`config.mk`:
```
export PLATFORM = sky130hd
export DESIGN_NAME = imm_gen_stage_flat
export DESIGN_NICKNAME = d
export VERILOG_FILES = /design/src/rtl/imm_gen_if.sv /design/src/rtl/imm_gen_stage.sv /design/src/flat_wrapper.sv
export SDC_FILE = /design/constraint.sdc
export NUM_CORES = 1
export LEC_CHECK = 0
export BUFFER_PORTS_ARGS = -buffer_cell sky130_fd_sc_hd__buf_2
export CAP_MARGIN = 20
export CORE_ASPECT_RATIO = 1.75
export CORE_UTILIZATION = 33
export DETAILED_ROUTE_END_ITERATION = 6
export PLACE_DENSITY_LB_ADDON = 0.3
export SLEW_MARGIN = 20
export SYNTH_ARGS = -nofsm -noshare
export SYNTH_HDL_FRONTEND = slang
export SYNTH_SLANG_ARGS = --single-unit
```
`constraint.sdc`:
```
create_clock -name clk -period 2.1 [get_ports clk]
set_input_delay 0.42 -clock clk [delete_from_list [all_inputs] [get_ports clk]]
set_output_delay 0.42 -clock clk [all_outputs]
set_load 0.01 [all_outputs]
```
`src/rtl/imm_gen_if.sv`:
```
// imm_gen_if: valid/ready handshake bundle between decode and the immediate-generator stage
interface imm_gen_if #(
  parameter int XLEN  = 32,
  parameter int TAG_W = 32
);
  logic             in_valid;
  logic             in_ready;
  logic [31:0]      in_inst;
  logic [2:0]       in_extop;
  logic [TAG_W-1:0] in_tag;
  logic             out_valid;
  logic             out_ready;
  logic [XLEN-1:0]  out_imm;
  logic [TAG_W-1:0] out_tag;
  modport master (
    output in_valid, in_inst, in_extop, in_tag, out_ready,
    input  in_ready, out_valid, out_imm, out_tag
  );
  modport slave (
    input  in_valid, in_inst, in_extop, in_tag, out_ready,
    output in_ready, out_valid, out_imm, out_tag
  );
endinterface

```
`src/rtl/imm_gen_stage.sv`:
```
// imm_gen_stage: registered RV32I/RV64I immediate generator behind a 2-entry skid buffer
module imm_gen_stage #(
  parameter int XLEN  = 32,
  parameter int TAG_W = 32
) (
  input logic      clk,
  input logic      rst_n,
  input logic      flush_i,
  imm_gen_if.slave bus
);
  localparam logic [2:0] EXT_I  = 3'b000;
  localparam logic [2:0] EXT_B  = 3'b001;
  localparam logic [2:0] EXT_J  = 3'b010;
  localparam logic [2:0] EXT_S  = 3'b011;
  localparam logic [2:0] EXT_U  = 3'b100;
  localparam logic [2:0] EXT_Z  = 3'b101;
  localparam logic [2:0] EXT_SH = 3'b110;
  logic [31:0]      inst;
  logic             s;
  logic [63:0]      imm_full;
  logic [XLEN-1:0]  imm_new;
  logic             unused_bits;
  logic             main_valid_q, main_valid_d, skid_valid_q, skid_valid_d;
  logic [XLEN-1:0]  main_imm_q, main_imm_d, skid_imm_q, skid_imm_d;
  logic [TAG_W-1:0] main_tag_q, main_tag_d, skid_tag_q, skid_tag_d;
  logic             accept, main_free, load_main, load_skid;
  assign inst = bus.in_inst;
  assign s    = inst[31];
  // Built at 64 bits and truncated, so one expression serves both XLEN values
  always_comb begin
    imm_full = bus.in_extop == EXT_I  ? {{52{s}}, inst[31:20]} :
               bus.in_extop == EXT_B  ? {{51{s}}, inst[31], inst[7], inst[30:25], inst[11:8], 1'b0} :
               bus.in_extop == EXT_J  ? {{43{s}}, inst[31], inst[19:12], inst[20], inst[30:21], 1'b0} :
               bus.in_extop == EXT_S  ? {{52{s}}, inst[31:25], inst[11:7]} :
               bus.in_extop == EXT_U  ? {{32{s}}, inst[31:12], 12'b0} :
               bus.in_extop == EXT_Z  ? {59'b0, inst[19:15]} :
               bus.in_extop == EXT_SH ? (XLEN == 64 ? {58'b0, inst[25:20]} : {59'b0, inst[24:20]}) :
               64'b0;
  end
  assign imm_new     = imm_full[XLEN-1:0];
  assign unused_bits = ^{inst[6:0], imm_full};
  always_comb begin
    accept       = bus.in_valid && !skid_valid_q;
    main_free    = !main_valid_q || bus.out_ready;
    load_main    = !flush_i && main_free && (skid_valid_q || accept);
    load_skid    = !flush_i && !main_free && accept;
    main_valid_d = !flush_i && (!main_free || skid_valid_q || accept);
    skid_valid_d = !flush_i && !main_free && (skid_valid_q || accept);
    main_imm_d   = load_main ? (skid_valid_q ? skid_imm_q : imm_new) : main_imm_q;
    main_tag_d   = load_main ? (skid_valid_q ? skid_tag_q : bus.in_tag) : main_tag_q;
    skid_imm_d   = load_skid ? imm_new : skid_imm_q;
    skid_tag_d   = load_skid ? bus.in_tag : skid_tag_q;
  end
  always_ff @(posedge clk or negedge rst_n) begin
    if (!rst_n) begin
      main_valid_q <= 1'b0;
      skid_valid_q <= 1'b0;
      main_imm_q   <= '0;
      main_tag_q   <= '0;
      skid_imm_q   <= '0;
      skid_tag_q   <= '0;
    end else begin
      main_valid_q <= main_valid_d;
      skid_valid_q <= skid_valid_d;
      main_imm_q   <= main_imm_d;
      main_tag_q   <= main_tag_d;
      skid_imm_q   <= skid_imm_d;
      skid_tag_q   <= skid_tag_d;
    end
  end
  assign bus.in_ready  = !skid_valid_q;
  assign bus.out_valid = main_valid_q;
  assign bus.out_imm   = main_imm_q;
  assign bus.out_tag   = main_tag_q;
endmodule

```
`src/flat_wrapper.sv`:
```
// flat-port wrapper written by rule: the top's interface ports become plain ports
module imm_gen_stage_flat 
#(
  parameter int XLEN  = 32,
  parameter int TAG_W = 32
)
  (clk, rst_n, flush_i, bus_in_valid, bus_in_inst, bus_in_extop, bus_in_tag, bus_out_ready, bus_in_ready, bus_out_valid, bus_out_imm, bus_out_tag);
  imm_gen_if #(.XLEN(XLEN), .TAG_W(TAG_W)) bus_i ();
  input logic clk;
  input logic rst_n;
  input logic flush_i;
  input wire logic [$bits(bus_i.in_valid)-1:0] bus_in_valid;
  input wire logic [$bits(bus_i.in_inst)-1:0] bus_in_inst;
  input wire logic [$bits(bus_i.in_extop)-1:0] bus_in_extop;
  input wire logic [$bits(bus_i.in_tag)-1:0] bus_in_tag;
  input wire logic [$bits(bus_i.out_ready)-1:0] bus_out_ready;
  output wire logic [$bits(bus_i.in_ready)-1:0] bus_in_ready;
  output wire logic [$bits(bus_i.out_valid)-1:0] bus_out_valid;
  output wire logic [$bits(bus_i.out_imm)-1:0] bus_out_imm;
  output wire logic [$bits(bus_i.out_tag)-1:0] bus_out_tag;
  assign bus_i.in_valid = bus_in_valid;
  assign bus_i.in_inst = bus_in_inst;
  assign bus_i.in_extop = bus_in_extop;
  assign bus_i.in_tag = bus_in_tag;
  assign bus_i.out_ready = bus_out_ready;
  assign bus_in_ready = bus_i.in_ready;
  assign bus_out_valid = bus_i.out_valid;
  assign bus_out_imm = bus_i.out_imm;
  assign bus_out_tag = bus_i.out_tag;
  imm_gen_stage #(.XLEN(XLEN), .TAG_W(TAG_W)) u_core (.clk(clk), .rst_n(rst_n), .flush_i(flush_i), .bus(bus_i));
endmodule
```
==> impl_results.md, run 1 <==
* Synthesized area at approximately 5800 um^2
* Initial DRT Pass Iterations at 4
* Crit path time final at 1.98 ns
* Slew Viols, Final at 0
* ANT nets after route at 0
* Synth Flop Type: dfrtp_1
* Largest delay contributor family on the critical path: buffers and inverters
* Highest Clock Rate at 0.505 GHz
* Worst-margin pin slew at a little over 0.8 ns
* Status: complete, no violations
* CTS tree: done
* Top-area cell type share of the netlist area at between 50% and 60%
* # fillers at about 1700
* Final HPWL DP at approximately 9800 um
* Final setup TNS at 0 ns
* Initial DRC Count at between 150 and 200
* Vias/cell at a little under 5
* Largest area contributor in the netlist: dfrtp_1
* Post-synth top cells: dfrtp_1 (130), nand2_1 (119), o21ai_0 (89), a21oi_1 (39), mux2_2 (33)
* FF+latch area at around 3300 um^2
* Average size of a mapped cell at 10.0 um^2
* Sw frac at a little over a quarter
* Worst Path Required at about 1.7 ns
* Crit path cell chain: buf_6 > inv_1 > buf_4 > buf_2
* WHS at ~0.023 ns
* I/O Buffers at 130
* Worst path slowest cell: dfrtp_2
* Gr usage total at 16.5%
* Postcts setup bufs at 0
* Worst R2R Setup Slack at approximately 0.30 ns
* FF-to-FF End: u_core.bus.out_tag[30]
* H-tree depth at 4
* Clk network pwr share at 41.6%
* Synth async-reset ratio at 100%
* Max Cap Viol at 0
* Area grow syn2layout at 27.2%
* Multi-input gate area at roughly 2300 um^2
* Post-synthesis register bit count at 130
* Final critical-path share of the clock period at ~94%
* R2R Path Start: u_core.bus.out_valid
* P_sw at slightly below 2000 uW
* CTS buffer count at 17
* Die H at around 180 um
* Most frequent cell after synthesis: dfrtp_1
* First-pass GRT wire length at between 20000 and 25000 um
* Die width at slightly above 100 um
* Logic gate share of total power at ~15%
* Mapped Cells at 574
* Yosys warnings at 0
* Relative slew slack at between 40 and 50%
* Hold Buf Count CTS at 0
* Clock Skews at 0.00759 ns
* Grt ovf at 0
* Power per standard cell area at 1010 nW/um^2
* CP Capture Type: output pin
* Number of synthesized flops with an enable pin at 0
* Worst vdd ir at 0.411 mV
* Crit-path max FO at 29
* Bufs and invs on worst path at 4
* CTS Sinks at between 100 and 150
* Util after Layout at between 40% and 50%
* RSZ-0062 raised after global routing: false
* Critical Path AT at around 1.6 ns
* Skew-Pair Late Insertion Delay at between 0.4 and 0.5 ns
* Total power at about 7400 uW
* IO Pins at 138
* Sequential power share at 43.4%
* Root buf cell: clkbuf_16
* Final worst slack at about 0.12 ns
* WS Path Type: reg -> out
* Leak pwr at ~0.0034 uW
* Dpl ws at between 0.1 and 0.15 ns
* Via count at 4550
* Number of remaining DRC errors at 0
* Syn nets at about 650
* Number of global-route vias before repair at 4600
* Clock tree buffer depth at 2
* Initial antenna violation count at 1
* Initial cell density of the core at roughly 34%
* Reg clk slew, reported paths at roughly 0.060 ns
* Per-cell routed wire length at about 15 um
* Sequential share of the synthesized area at 56.4%
* Largest net degree at the start of global routing at 74
* Final Hold Fails at 0
* Routability cong. at between 0.7 and 0.8
* Final setup vio count at 0
* Cell Int Power at around 5500 uW
* Distinct cells, synth at 27
* Path depth of the worst reg2reg path at 4
* Share of cells above drive strength 1 at 30.8%
* Die area at around 18000 um^2
* Synth area leaders: dfrtp_1 (56%), nand2_1 (7.7%), o21ai_0 (7.7%)
* FP Rows at 63
* Launching element type of the critical path: register
* Crit path largest cell delay at about 0.43 ns
* Hold crit path type: in -> async
* Drt total wl at between 10000 and 15000 um
* Core area at approximately 17000 um^2
* # nets final at 767
==> metrics by stage <==
step / area [um^2] / std cells
after floorplan: 5770 / 574
after global placement: 6710 / 903
after detailed placement: 6710 / 903
after CTS: 7330 / 935
after global routing: 7330 / 936
final: 7330 / 936
==> flip-flops by register name, summed over array words and instances (netlist names) <==
register              cells
u_core.bus.out_imm       32
u_core.bus.out_tag       32
u_core.bus.out_valid      1
u_core.skid_imm_q        32
u_core.skid_tag_q        32
u_core.skid_valid_q       1
==> cell type report <==
type                    count  share of cell area, %
flip-flops and latches    130                   44.4
multi-input cells         399                   31.8
repair buffers            145                   11.3
clock buffers              19                   5.90
well taps                 227                   3.87
clock inverters            13                   2.53
inverters                   2                  0.102
diodes                      1                 0.0341
==> routing by layer <==
layer  vias to the layer above  part of all wire [%]  track usage [%]
met5                         -                     0                0
met4                         0                   1.8             6.37
met3                        16                   3.5             3.24
met2                       105                    53             28.9
met1                      2206                    42             19.6
li1                       2223                     -                -
==> kinds of logic after synthesis <==
kind of cell | count (synthesis) | synth area share, %
simple gates | 181 | 13.8
compound gates | 153 | 14.3
buf+inv | 45 | 3.45
mux | 65 | 12.0
flops | 130 | 56.4
==> power by group through the flow <==
stage / sequential, uW / combinational, uW / clock (uW)
CTS: 3220 / 1140 / 3140
floorplan: 3310 / 548 / 0
global route: 3280 / 1260 / 3250
finish: 3220 / 1110 / 3080
detailed placement: 3260 / 1140 / 0
global placement: 3230 / 1100 / 0
==> cells in the final DEF, fill, tap and decap left out, types with 2 or more instances in the layout <==
master | netlist | final
nand3_1 | 16 | 15
clkbuf_16 | 0 | 17
o21ai_0 | 89 | 89
clkinv_4 | 0 | 3
a21oi_1 | 39 | 39
buf_2 | 15 | 129
nor3_1 | 10 | 10
o21ai_1 | 5 | 5
buf_12 | 0 | 5
mux2i_1 | 32 | 32
clkinv_2 | 0 | 3
nand2_1 | 119 | 119
nand2b_1 | 22 | 22
buf_4 | 1 | 10
nor2_1 | 7 | 7
clkinvlp_4 | 0 | 2
inv_1 | 2 | 2
mux2_2 | 33 | 33
clkbuf_1 | 26 | 2
bufinv_16 | 0 | 4
a31o_2 | 4 | 4
o211ai_1 | 14 | 14
dfrtp_1 | 130 | 129
==> timing repair <==
action | 4_1_cts | 5_1_grt
endpoints found under the setup margin | 0 | 1
gates resized for setup | 0 | 1
hold endpoints to repair | 0 | 0
==> worst max-delay path by stage <==
stage | start | to | slack [ns] | cells past startpoint
after detailed placement | bus_out_ready | u_core.bus.out_tag[30] | 0.15 | 5
after floorplan | bus_out_ready | u_core.bus.out_imm[0] | 0.46 | 5
after global routing | u_core.skid_valid_q | bus_in_ready | 0.04 | 4
final | u_core.skid_valid_q | bus_in_ready | 0.12 | 4
after global placement | bus_out_ready | u_core.bus.out_imm[11] | 0.18 | 6
after CTS | u_core.skid_valid_q | bus_in_ready | 0.04 | 4
No activity file was read; power rests on OpenSTA's default activity.
==> run 2, diff against run 1 <==
CORE_UTILIZATION = 30   (was 33)
==> run 2 against run 1 <==
  * Routed wire length grew 2.3%
  * Maximum frequency grew 11%
  * Combinational power is essentially flat
  * First-iteration DRC count grew 40%
  * Power shrank 1.8%
==> impl_results.md, run 2 (same netlist as run 1, synthesis figures left out) <==
* Status: complete, no violations
* ANT nets after route at 0
* Met1 WL at 6110 um
* CTS buffer count at 17
* Number of global-route vias before repair at between 4000 and 5000
* Initial DRC Count at around 210
* Launching element type of the critical path: register
* CTS tree: done
* Critical Path AT at roughly 1.4 ns
* H-tree depth at 4
* Share of cells above drive strength 1 at between 30% and 40%
* Hold crit path type: in -> reg
* Highest Clock Rate at between 0.5 and 0.6 GHz
* WS Path Type: reg -> out
* Drt total wl at 14400 um
* Initial DRT Pass Iterations at 4
* Postcts setup bufs at 0
* Initial antenna violation count at 0
* Worst-margin pin slew at 0.719 ns
* RSZ-0062 raised after global routing: false
* Largest net degree at the start of global routing at 58
* IO Pins at 138
* DR top layer: met4
* Crit-path max FO at 10
* Met2 routed WL at between 7000 and 8000 um
* Clock Skews at between 0.008 and 0.009 ns
* Slew Viols, Final at 0
* Util after Layout at 39.4%
* Die width at around 110 um
* # nets final at 772
* Reg clk slew, reported paths at roughly 0.060 ns
* Post-DP Area at between 6000 and 7000 um^2
* WHS at around 0.25 ns
* Commonest cells after routing, fill and taps aside: buf_2 (129), dfrtp_1 (129), nand2_1 (119), o21ai_0 (89), a21oi_1 (39)
* Core area at 18700 um^2
* Number of remaining DRC errors at 0
* Post-route cell area at approximately 7400 um^2
* CP Capture Type: output pin
* Die H at ~190 um
* Initial cell density of the core at between 30 and 40%
* Final Hold Fails at 0
* Per-cell routed wire length at 15.1 um
* Crit path time final at around 1.8 ns
* Worst R2R Setup Slack at a little under 0.4 ns
* Root buf cell: clkbuf_16
* Area grow syn2layout at 27.5%
* Worst vdd ir at around 0.48 mV
* Clock tree buffer depth at 2
* FP Rows at 66
* Final HPWL DP at 9950 um
* Gr usage total at between 10% and 20%
* Final setup vio count at 0
* Power per standard cell area at slightly below 1000 nW/um^2
* Skew-Pair Late Insertion Delay at 0.42 ns
* Met3 WL post-DR at between 400 and 500 um
* Die area at 19800 um^2
* Worst Path Required at roughly 1.7 ns
* First-pass GRT wire length at 23100 um
* I/O Buffers at 130
* Relative slew slack at ~52%
* Grt ovf at 0
* CTS Sinks at 130
* Diodes inserted at 0
* Vias/cell at roughly 4.8
* Via count at 4518
* Final setup TNS at 0 ns
* Routability cong. at between 0.7 and 0.8
* Final critical-path share of the clock period at 85.2%
* Leak pwr at between 0.003 and 0.004 uW
* Max Cap Viol at 0
==> run 2: cell count changes in the layout (fill, tap and decap cells not counted) <==
cell / previous run / this run
buf_4: 10 / 14
bufinv_16: 4 / 2
clkbuf_1: 2 / 1
clkinv_2: 3 / 1
clkinvlp_4: 2 / 4
diode_2: 1 / 0
dlygate4sd3_1: 0 / 1
inv_6: 1 / 4
==> run 2: where the power goes <==
part	total (uW)	internal, uW	switching, uW
clock	2950	1760	1190
sequential	3200	2980	224
combinational	1120	512	611
==> run 2: layout make-up <==
class	count	area, um^2
fill	1940	11300
sequential	130	3250
multi-input combinational	399	2330
timing repair buffer	150	872
clock buffer	18	429
tap	238	298
clock inverter	14	156
inverter	2	7.51
==> run 2: worst paths after layout <==
check | cells after the start | end | from
max | 3 | bus_in_ready | u_core.skid_valid_q
min | 2 | u_core.skid_tag_q[13] | bus_in_tag[13]
max reg2reg | 5 | u_core.bus.out_tag[1] | u_core.bus.out_valid
min reg2reg | 2 | u_core.bus.out_imm[5] | u_core.bus.out_imm[5]
max in group asynchronous | 3 | u_core.skid_tag_q[2] | rst_n
min in group asynchronous | 2 | u_core.skid_imm_q[8] | rst_n
==> run 2: repair_timing <==
item / 4_1_cts / 5_1_grt
resized for setup: 0 / 0
endpoints found under the hold margin: 53 / 0
hold buffers: 1 / 0
==> run 2: per-stage QoR <==
step | worst slack (ns) | power, uW | cells
finish | 0.311 | 7280 | 951
global placement | 0.261 | 4350 | 918
floorplan | 0.460 | 3860 | 574
detailed placement | 0.241 | 4400 | 918
CTS | 0.289 | 7380 | 951
global route | 0.244 | 7680 | 951
==> run 2: routing by layer <==
layer	GRT usage [%]	vias to the layer above
li1	-	2240
met1	18.1	2144
met2	25.9	111
met3	3.06	23
met4	8.16	0
met5	0	-
==> run 2: critical path: stages (launching register included) <==
cell	delay [ns]
dfrtp_2	0.43
inv_1	0.17
buf_4	0.20
buf_2	0.14
